## config.mk

```make
export PLATFORM = sky130hd
export DESIGN_NAME = mcu_debug_responder
export DESIGN_NICKNAME = d
export VERILOG_FILES = /design/src/rtl/mcu_debug_responder_pkg.sv /design/src/rtl/mcu_debug_responder_rdata_align.sv /design/src/rtl/mcu_debug_responder.sv
export SDC_FILE = /design/constraint.sdc
export NUM_CORES = 1
export LEC_CHECK = 0
export ABC_AREA = 1
export CAP_MARGIN = 5
export CORE_MARGIN = 1
export CORE_UTILIZATION = 40
export CTS_CLUSTER_SIZE = 14
export DETAILED_ROUTE_END_ITERATION = 8
export MAX_ROUTING_LAYER = met4
export PLACE_DENSITY = 0.83
export SLEW_MARGIN = 20
export SYNTH_ARGS = -nofsm -noshare
export SYNTH_HDL_FRONTEND = slang
export SYNTH_HIERARCHICAL = 1
export SYNTH_SLANG_ARGS = --single-unit
```

## constraint.sdc

```tcl
create_clock -name clk -period 2.2 [get_ports clk]
set_input_delay 0.44 -clock clk [delete_from_list [all_inputs] [get_ports clk]]
set_output_delay 0.44 -clock clk [all_outputs]
set_load 0.02 [all_outputs]
```

## src/rtl/mcu_debug_responder_pkg.sv

```systemverilog
// Shared types and helpers for the MCU debug responder.
//   state_e     : responder FSM states
//   op_e        : latched debug operation
//   prio_encode : strobe priority encoder (reset > pause > resume > mem_wr > mem_rd > rf_wr > rf_rd)
//   be_is_onehot: true when exactly one byte enable is set
//   be_mask     : expands 4 byte enables into a 32-bit lane mask
package dbg_pkg;

  typedef enum logic [2:0] {
    S_RUN     = 3'd0,
    S_PAUSED  = 3'd1,
    S_DRAIN   = 3'd2,
    S_ACC_MEM = 3'd3,
    S_ACC_RF  = 3'd4,
    S_RESET   = 3'd5,
    S_ACK     = 3'd6
  } state_e;

  typedef enum logic [2:0] {
    OP_PAUSE  = 3'd0,
    OP_RESUME = 3'd1,
    OP_RESET  = 3'd2,
    OP_MEM_WR = 3'd3,
    OP_MEM_RD = 3'd4,
    OP_RF_WR  = 3'd5,
    OP_RF_RD  = 3'd6,
    OP_NONE   = 3'd7
  } op_e;

  function automatic op_e prio_encode(
    input logic reset,
    input logic pause,
    input logic resume,
    input logic mem_wr,
    input logic mem_rd,
    input logic rf_wr,
    input logic rf_rd
  );
    op_e op;
    if (reset) begin
      op = OP_RESET;
    end else if (pause) begin
      op = OP_PAUSE;
    end else if (resume) begin
      op = OP_RESUME;
    end else if (mem_wr) begin
      op = OP_MEM_WR;
    end else if (mem_rd) begin
      op = OP_MEM_RD;
    end else if (rf_wr) begin
      op = OP_RF_WR;
    end else if (rf_rd) begin
      op = OP_RF_RD;
    end else begin
      op = OP_NONE;
    end
    return op;
  endfunction

  function automatic logic be_is_onehot(input logic [3:0] be);
    return (be != 4'b0000) && ((be & (be - 4'd1)) == 4'b0000);
  endfunction

  function automatic logic [31:0] be_mask(input logic [3:0] be);
    return {{8{be[3]}}, {8{be[2]}}, {8{be[1]}}, {8{be[0]}}};
  endfunction

endpackage

```

## src/rtl/mcu_debug_responder_rdata_align.sv

```systemverilog
// Read-data lane alignment for debug memory reads.
//   be   : latched byte enables of the read command
//   word : 32-bit word returned by memory
//   data : one-hot be -> selected byte zero-extended; otherwise word AND lane mask
module dbg_rdata_align
  import dbg_pkg::*;
(
  input  logic [3:0]  be,
  input  logic [31:0] word,
  output logic [31:0] data
);

  // Select and zero-extend a single byte lane, or mask the whole word.
  always_comb begin
    data = word & be_mask(be);
    case (be)
      4'b0001: data = {24'h00_0000, word[7:0]};
      4'b0010: data = {24'h00_0000, word[15:8]};
      4'b0100: data = {24'h00_0000, word[23:16]};
      4'b1000: data = {24'h00_0000, word[31:24]};
      default: data = word & be_mask(be);
    endcase
  end

endmodule

```

## src/rtl/mcu_debug_responder.sv

```systemverilog
// MCU-side endpoint of the debugger command interface.
//   Command side : in_valid + level-held strobes (pause/resume/reset/rf_rd/rf_wr/mem_rd/mem_wr),
//                  mem_be, addr, wdata; returns mcu_busy and rdata.
//   Core side    : core_halt, core_reset out; core_idle in.
//   Reg file     : dbg_rf_addr/wdata/we out; dbg_rf_rdata in (combinational).
//   Memory port  : dbg_mem_addr/wdata/be/we/rd out; dbg_mem_rdata in (MEM_RD_LAT cycles after rd).
// All outputs come straight from flops.
module mcu_debug_responder
  import dbg_pkg::*;
#(
  parameter int MEM_RD_LAT    = 1,
  parameter int RST_CYCLES    = 4,
  parameter bit HALT_ON_RESET = 1'b0
) (
  input  logic        clk,
  input  logic        rst_n,
  input  logic        in_valid,
  input  logic        pause,
  input  logic        resume,
  input  logic        reset,
  input  logic        rf_rd,
  input  logic        rf_wr,
  input  logic        mem_rd,
  input  logic        mem_wr,
  input  logic [3:0]  mem_be,
  input  logic [31:0] addr,
  input  logic [31:0] wdata,
  output logic        mcu_busy,
  output logic [31:0] rdata,
  output logic        core_halt,
  output logic        core_reset,
  input  logic        core_idle,
  output logic [4:0]  dbg_rf_addr,
  output logic [31:0] dbg_rf_wdata,
  output logic        dbg_rf_we,
  input  logic [31:0] dbg_rf_rdata,
  output logic [31:0] dbg_mem_addr,
  output logic [31:0] dbg_mem_wdata,
  output logic [3:0]  dbg_mem_be,
  output logic        dbg_mem_we,
  output logic        dbg_mem_rd,
  input  logic [31:0] dbg_mem_rdata
);

  localparam int CW = $clog2(MEM_RD_LAT + 1);
  localparam int RW = $clog2(RST_CYCLES + 1);
  localparam logic [CW-1:0] LAT_C      = CW'(MEM_RD_LAT);
  localparam logic [RW-1:0] RST_LAST_C = RW'(RST_CYCLES - 1);

  state_e        state_r, state_nxt;
  op_e           op_r, op_enc_s, op_eff_s;
  logic          paused_r, paused_nxt;
  logic          armed_r, armed_nxt;
  logic [CW-1:0] lat_cnt_r, lat_cnt_nxt;
  logic [RW-1:0] rst_cnt_r, rst_cnt_nxt;
  logic [31:0]   addr_r, wdata_r, mem_wdata_r, rdata_r, rdata_nxt;
  logic [3:0]    be_r;
  logic [4:0]    rf_addr_eff_s;
  logic          busy_r, busy_nxt, halt_r, halt_nxt, core_rst_r, core_rst_nxt;
  logic          rf_we_r, rf_we_nxt, mem_we_r, mem_we_nxt, mem_rd_r, mem_rd_nxt;
  logic          any_strobe_s, accept_s;
  logic [31:0]   align_data_s;

  dbg_rdata_align u_align (
    .be   (be_r),
    .word (dbg_mem_rdata),
    .data (align_data_s)
  );

  // Command qualification: armed_r requires strobes to drop between accepts so a held strobe
  // is executed exactly once even after mcu_busy falls.
  always_comb begin
    any_strobe_s  = pause | resume | reset | rf_rd | rf_wr | mem_rd | mem_wr;
    op_enc_s      = prio_encode(reset, pause, resume, mem_wr, mem_rd, rf_wr, rf_rd);
    accept_s      = in_valid && any_strobe_s && armed_r && !busy_r &&
                    ((state_r == S_RUN) || (state_r == S_PAUSED));
    op_eff_s      = accept_s ? op_enc_s : op_r;
    rf_addr_eff_s = accept_s ? addr[4:0] : addr_r[4:0];
    if (accept_s) begin
      armed_nxt = 1'b0;
    end else if (!(in_valid && any_strobe_s)) begin
      armed_nxt = 1'b1;
    end else begin
      armed_nxt = armed_r;
    end
  end

  // Next-state logic and next values for every registered output.
  always_comb begin
    state_nxt   = state_r;
    paused_nxt  = paused_r;
    lat_cnt_nxt = '0;
    rst_cnt_nxt = '0;
    rdata_nxt   = rdata_r;
    case (state_r)
      S_RUN, S_PAUSED: begin
        if (accept_s) begin
          case (op_enc_s)
            OP_RESET:  state_nxt = S_RESET;
            OP_PAUSE:  state_nxt = paused_r ? S_ACK : S_DRAIN;
            OP_RESUME: begin
              paused_nxt = 1'b0;
              state_nxt  = S_ACK;
            end
            OP_MEM_WR, OP_MEM_RD: state_nxt = (paused_r && core_idle) ? S_ACC_MEM : S_DRAIN;
            OP_RF_WR, OP_RF_RD:   state_nxt = (paused_r && core_idle) ? S_ACC_RF : S_DRAIN;
            default:   state_nxt = state_r;
          endcase
        end else begin
          state_nxt = paused_r ? S_PAUSED : S_RUN;
        end
      end
      S_DRAIN: begin
        if (core_idle) begin
          case (op_r)
            OP_PAUSE: begin
              paused_nxt = 1'b1;
              state_nxt  = S_ACK;
            end
            OP_MEM_WR, OP_MEM_RD: state_nxt = S_ACC_MEM;
            OP_RF_WR, OP_RF_RD:   state_nxt = S_ACC_RF;
            default:              state_nxt = S_ACK;
          endcase
        end else begin
          state_nxt = S_DRAIN;
        end
      end
      S_ACC_MEM: begin
        // Reads wait MEM_RD_LAT cycles after the strobe cycle (counter is 0 in that cycle).
        if (op_r == OP_MEM_RD) begin
          if (lat_cnt_r == LAT_C) begin
            rdata_nxt = align_data_s;
            state_nxt = S_ACK;
          end else begin
            lat_cnt_nxt = lat_cnt_r + CW'(1);
            state_nxt   = S_ACC_MEM;
          end
        end else begin
          state_nxt = S_ACK;
        end
      end
      S_ACC_RF: begin
        if (op_r == OP_RF_RD) begin
          rdata_nxt = dbg_rf_rdata;
        end else begin
          rdata_nxt = rdata_r;
        end
        state_nxt = S_ACK;
      end
      S_RESET: begin
        if (rst_cnt_r == RST_LAST_C) begin
          state_nxt = S_ACK;
        end else begin
          rst_cnt_nxt = rst_cnt_r + RW'(1);
          state_nxt   = S_RESET;
        end
      end
      S_ACK:   state_nxt = paused_r ? S_PAUSED : S_RUN;
      default: state_nxt = paused_r ? S_PAUSED : S_RUN;
    endcase

    busy_nxt     = (state_nxt != S_RUN) && (state_nxt != S_PAUSED);
    // Core is held stopped while draining or accessing, otherwise follows the paused flag.
    halt_nxt     = ((state_nxt == S_DRAIN) || (state_nxt == S_ACC_MEM) || (state_nxt == S_ACC_RF))
                   ? 1'b1 : paused_nxt;
    core_rst_nxt = (state_nxt == S_RESET);
    // Access strobes fire only on entry into the access state, giving single-cycle pulses.
    mem_we_nxt   = (state_nxt == S_ACC_MEM) && (state_r != S_ACC_MEM) && (op_eff_s == OP_MEM_WR);
    mem_rd_nxt   = (state_nxt == S_ACC_MEM) && (state_r != S_ACC_MEM) && (op_eff_s == OP_MEM_RD);
    rf_we_nxt    = (state_nxt == S_ACC_RF) && (op_eff_s == OP_RF_WR) && (rf_addr_eff_s != 5'd0);
  end

  // State, flags, counters and output registers.
  always_ff @(posedge clk or negedge rst_n) begin
    if (!rst_n) begin
      state_r    <= HALT_ON_RESET ? S_PAUSED : S_RUN;
      paused_r   <= HALT_ON_RESET;
      halt_r     <= HALT_ON_RESET;
      armed_r    <= 1'b1;
      lat_cnt_r  <= '0;
      rst_cnt_r  <= '0;
      rdata_r    <= 32'h0000_0000;
      busy_r     <= 1'b0;
      core_rst_r <= 1'b0;
      rf_we_r    <= 1'b0;
      mem_we_r   <= 1'b0;
      mem_rd_r   <= 1'b0;
    end else begin
      state_r    <= state_nxt;
      paused_r   <= paused_nxt;
      halt_r     <= halt_nxt;
      armed_r    <= armed_nxt;
      lat_cnt_r  <= lat_cnt_nxt;
      rst_cnt_r  <= rst_cnt_nxt;
      rdata_r    <= rdata_nxt;
      busy_r     <= busy_nxt;
      core_rst_r <= core_rst_nxt;
      rf_we_r    <= rf_we_nxt;
      mem_we_r   <= mem_we_nxt;
      mem_rd_r   <= mem_rd_nxt;
    end
  end

  // Command operands latched at accept; byte writes replicate the data byte across all lanes.
  always_ff @(posedge clk or negedge rst_n) begin
    if (!rst_n) begin
      op_r        <= OP_NONE;
      addr_r      <= 32'h0000_0000;
      wdata_r     <= 32'h0000_0000;
      mem_wdata_r <= 32'h0000_0000;
      be_r        <= 4'b0000;
    end else if (accept_s) begin
      op_r        <= op_enc_s;
      addr_r      <= addr;
      wdata_r     <= wdata;
      mem_wdata_r <= be_is_onehot(mem_be) ? {4{wdata[7:0]}} : wdata;
      be_r        <= mem_be;
    end else begin
      op_r        <= op_r;
      addr_r      <= addr_r;
      wdata_r     <= wdata_r;
      mem_wdata_r <= mem_wdata_r;
      be_r        <= be_r;
    end
  end

  assign mcu_busy      = busy_r;
  assign rdata         = rdata_r;
  assign core_halt     = halt_r;
  assign core_reset    = core_rst_r;
  assign dbg_rf_addr   = addr_r[4:0];
  assign dbg_rf_wdata  = wdata_r;
  assign dbg_rf_we     = rf_we_r;
  assign dbg_mem_addr  = {addr_r[31:2], 2'b00};
  assign dbg_mem_wdata = mem_wdata_r;
  assign dbg_mem_be    = be_r;
  assign dbg_mem_we    = mem_we_r;
  assign dbg_mem_rd    = mem_rd_r;

endmodule

```

Word level (Yosys, flattened, before mapping)
Index checks and enable logic that the tools add are counted.

storage, ports and cells
  register bits = 150
  bits of input ports = 143
  word-level logic and storage cells = 131

cells by class
  add/sub/neg operators = 3
  equal/unequal tests = 33
  mux-type cells = 40
  bitwise gates (word level) = 8
  reductions and logical operators = 30

operators by type and width
  operator            number
  $mux 32             4
  $pmux 32 s4         1
  $pmux 32 s2         1
  $mux 3              13
  $eq 3x3->1 const B  12
  $and 32x32->32      1
  $pmux 3 s5          2
  $eq 3x2->1 const B  9
  $mux 1              13
  $logic_and 1x1->1   12
  $reduce_or 2->1     5
  $logic_not 3->1     3
  $ne 2x2->1 const B  4
  $eq 3x1->1 const B  2
  $mux 2              3
  $or 1x1->1          6
  $pmux 3 s2          1
  $mux 5              1
  $reduce_bool 5->1   1
  $and 4x4->4         1
  $eq 4x1->1 const B  1
  $eq 4x2->1 const B  1
  $eq 4x3->1 const B  1
  $eq 4x4->1 const B  1
  other kinds (13)    15

Depth between registers and ports, before layout
  depth in word-level cells = 16
  mapped depth = 14

By module
Netlist, hierarchy kept.

by module, submodules not included
  module               instances  cells each  area an instance (µm²)  sequential area each (µm²)
  mcu_debug_responder  1          739         6183.4                  3558.4
  dbg_rdata_align      1          136         583.1                   0.0

Worst setup path after synthesis
OpenSTA, ideal clock, no wires.

  kind = in2reg
  start point = in mem_wr
  end point = reg rf_we_r (netlist: dbg_rf_we)
  setup time = 0.119 ns
  arrival = 1.582 ns
  data required time = 2.081 ns
  path slack = 0.500 ns
  stages = 13
  buffers on the path = 1
  cell sequence = inv_1 -> nand2_1 -> nor2_1 -> nand2_1 -> inv_1 -> nor2_1 -> nand2_1 -> buf_2 -> nand2_1 -> o21ai_0 -> nand2_1 -> o21ai_1 -> nor2_1

between the ends
  cells in the longest elaborated chain, start to end = 12
  elaborated cells on any way between the ends = 28
  those cells by class = eq/ne: 8; mux: 9; bitwise: 1; reduce/logical: 10

ends and longest elaborated chain
  item                                             RTL line                       text
  from (decl)                                      mcu_debug_responder.sv:24      input logic mem_wr,
  $mux 3                                           mcu_debug_responder_pkg.sv:46  end else if (mem_wr) begin
  $mux 3                                           mcu_debug_responder_pkg.sv:44  end else if (resume) begin
  $mux 3                                           mcu_debug_responder_pkg.sv:42  end else if (pause) begin
  $mux 3                                           mcu_debug_responder_pkg.sv:40  if (reset) begin
  $eq 3x3->1 / $eq 3x2->1 (equally long branches)  mcu_debug_responder.sv:98      case (op_enc_s)
  $reduce_or 2->1                                  mcu_debug_responder.sv:98
  $pmux 3 s5                                       mcu_debug_responder.sv:98
  $mux 3                                           mcu_debug_responder.sv:97      if (accept_s) begin
  $pmux 3 s5                                       mcu_debug_responder.sv:95      case (state_r)
  $eq 3x3->1                                       mcu_debug_responder.sv:170     rf_we_nxt = (state_nxt == S_ACC_RF) && (op_eff_s == OP_RF_WR) && (rf_addr_eff_s != 5'd0);
  $logic_and 1x1->1                                mcu_debug_responder.sv:170
  $logic_and 1x1->1 (*)                            mcu_debug_responder.sv:170
  net rf_we_nxt                                    mcu_debug_responder.sv:60      logic rf_we_r, rf_we_nxt, mem_we_r, mem_we_nxt, mem_rd_r, mem_rd_nxt;
  to (signal assigned)                             mcu_debug_responder.sv:198     rf_we_r <= rf_we_nxt;
  to (decl)                                        mcu_debug_responder.sv:60

Mark *: on every way through the listed nets, which the timed path passes. The rest lies on a longest branch.
A chain may end at the register's enable or synchronous reset.

Final worst setup path
  start point = reg be_r[1] (netlist: dbg_mem_be[1])
  end point = out dbg_mem_be[1]

RTL lines
  item                    RTL line                    text
  from (decl)             mcu_debug_responder.sv:57   logic [3:0] be_r;
  from (signal assigned)  mcu_debug_responder.sv:217  be_r <= mem_be;
  from (signal assigned)  mcu_debug_responder.sv:223  be_r <= be_r;
  to (decl)               mcu_debug_responder.sv:39   output logic [3:0] dbg_mem_be,

No word-level cell between the ends.

==> results_dict.tcl <==
set metrics [dict create \
    critPathLaunchType "register" \
    final_hold_viol_count 0 \
    fin_nets 1309 \
    antenna_found_initial 0 \
    gp_congestion 0.939 \
    layout_commonest_cell "nand2_1" \
    wl_per_cell_um 15.5 \
    gr-usage-all-layers 0.259 \
    synth-edff-count 0 \
    fin_area_mm2 0.0106 \
    final.period_utilization 0.927 \
    firstDrtPassIters 5 \
    syn2layout_area_growth_pct 56.0 \
    multi_input_area_mm2 0.00270 \
    synthFlopType "dfrtp_1" \
    vias_per_cell 4.91 \
    slew-limit-headroom 0.604 \
    dp.cells 1365 \
    dieArea_mm2 0.0174 \
    dieHeight_um 132 \
    utilization 0.639 \
    post_cts_buffers 0 \
    drv_slew 0 \
    diodes 0 \
    status "finished, final reports clean" \
    drc 0 \
    drive_gt1_frac 0.0772 \
    r2r_end "dbg_mem_wdata[20]" \
    max_stage_delay_ns 0.70 \
    r2r_slack_ns 0.30 \
    setup_viol 0 \
    hold_path_startpoint "rst_cnt_r[0]" \
    powerDensity_mw_per_mm2 1450 \
    routed_wl_um 21600 \
    crit_chain "clkdlybuf4s50_1" \
    stdcell_count 1398 \
    grt_max_degree 65 \
    netlist_instances 875 \
    vias 6858 \
    crit_required_ns 1.76 \
    peakVddDrop_v 0.000845 \
    crit_slowest_cell "clkdlybuf4s50_1" \
    yosys_warnings 6 \
    dp_hpwl_um 15700 \
    clk_pin_slew_ns 0.06 \
    clock.fmax_mhz 490 \
    rsz0062_at_grt "false" \
    io-pin-count 286 \
    reg2reg_from "armed_r" \
    hp-class "reg -> reg" \
    die_x_um 132 \
    clockBufferDepth 2 \
    arrival_ns 1.60 \
    cts-root-buf "clkbuf_16" \
    overflow 0 \
    place_area_mm2 0.00997 \
    grt_pass1_vias 6639 \
    cp_max_fo 7 \
    startpoint "dbg_mem_be[1]" \
    portBuffers 283 \
    end_kind "output pin" \
    period_minus_slack_ns 2.04 \
    synth-seq-cells 142 \
    cp_top_family "buffers and inverters" \
    fin_skew_ns 0.0154 \
    h-tree-depth 4 \
    cts.sinks 142 \
    fin_setup_tns_ns 0 \
    netlist_area_mm2 0.00677 \
    power_leakage_nw 5.09 \
    drtIter0Drc 376 \
    syn_avg_cell_area_um2 7.73 \
    ys_types 31 \
    layout_common_cells "374 x nand2_1, 282 x clkdlybuf4s50_1, 138 x dfrtp_1, 85 x nor2_1, 67 x inv_1" \
    core_mm2 0.0165 \
    holdPathStages 1 \
    ys_seq_area_frac 0.526 \
    cts_buffers 17 \
    hold-path-endpoint "rst_cnt_r[0]" \
    final-seq-area_mm2 0.00356 \
    ant_nets 0 \
    cts_tree "built" \
    path_buf_inv 1 \
    worstSkewPairLatency_ns 0.42 \
    worstMarginPinSlew_ns 0.593 \
    grt_first_pass_wirelength_um 34200 \
    synthArstFlopShare 1.00 \
    cap_viol_max_count 0 \
    power_mw 15.4 \
    r2r_cells 6 \
    crit_type "reg -> out" \
    start_util 0.409 \
    fillerInstances 1402 \
    num_rows 47 \
]
[cells in the mapped netlist, drive strengths merged, types with 2 or more instances]
library cell  count  share of area
a21oi            12         0.0089
a2bb2oi          24          0.031
a31oi            34          0.033
buf              30          0.026
clkbuf           18          0.010
dfrtp           138           0.51
dfstp             4          0.016
inv              75          0.042
nand2           375           0.21
nand3            44          0.033
nand4             2         0.0018
nor2             89          0.052
nor3              6         0.0044
o21ai            12         0.0089
o22ai             2         0.0018
o31ai             2         0.0022
[metrics by stage]
| step | hold slack (ns) | worst slack (ns) |
|---|---|---|
| 4_1_cts | 0.453 | 0.155 |
| 3_5_place_dp | 0.409 | -0.215 |
| 2_1_floorplan | 0.144 | 0.500 |
| 6_report | 0.447 | 0.161 |
| 5_1_grt | 0.468 | 0.0650 |
| 3_3_place_gp | 0.409 | -0.0692 |
[cells by family (layout without fill, tap and decap cells)]
logic type	after synthesis	after routing	synth area share
simple gates	519	519	0.301
buf+inv	123	425	0.0778
flops	142	142	0.526
fa+ha+maj	1	1	0.00185
compound gates	89	89	0.0926
other cells	1	2	0.000554
[metal layers]
metal  GRT usage  vias up  routed length, µm
met4       0.109        0                598
met1       0.302     3168               8830
met2       0.423      316              10300
li1            -     3335                  -
met5           -        -                  0
met3      0.0673       39               1900
[timing repair]
action                     4_1_cts  5_1_grt
hold buffers                     1        0
setup endpoints to repair        0        1
gates resized for setup          0        1
hold endpoints to repair        37        0
[final cells by class]
class | count | area share
Sequential cell | 142 | 0.337
Clock inverter | 14 | 0.0127
Clock buffer | 18 | 0.0416
Tap cell | 220 | 0.0261
Inverter | 75 | 0.0267
Multi-Input combinational cell | 611 | 0.255
Timing Repair Buffer | 318 | 0.301
[sequential cells by signal, summed over array words and instances (netlist names), 3 cells and up]
register       count
rst_cnt_r          3
dbg_rf_wdata      32
dbg_mem_wdata     24
dbg_mem_be         4
op_r               3
rdata             32
addr_r            32
state_r            3
[where the power goes]
| group | total (mW) | internal, mW | switching [mW] |
|---|---|---|---|
| Clock | 2.80 | 1.61 | 1.19 |
| Combinational | 7.90 | 3.57 | 4.33 |
| Sequential | 4.66 | 3.83 | 0.825 |
[how the worst max path moves through the flow]
stage / slack (ns) / cells past startpoint / end
after floorplan: 0.50 / 13 / dbg_rf_we
after global placement: -0.07 / 11 / dbg_mem_wdata[25]
after detailed placement: -0.22 / 11 / dbg_mem_wdata[20]
after CTS: 0.16 / 1 / dbg_mem_be[0]
after global routing: 0.06 / 13 / dbg_mem_rd
final: 0.16 / 1 / dbg_mem_be[1]
Note: power is estimated with default switching activity, not from simulation.
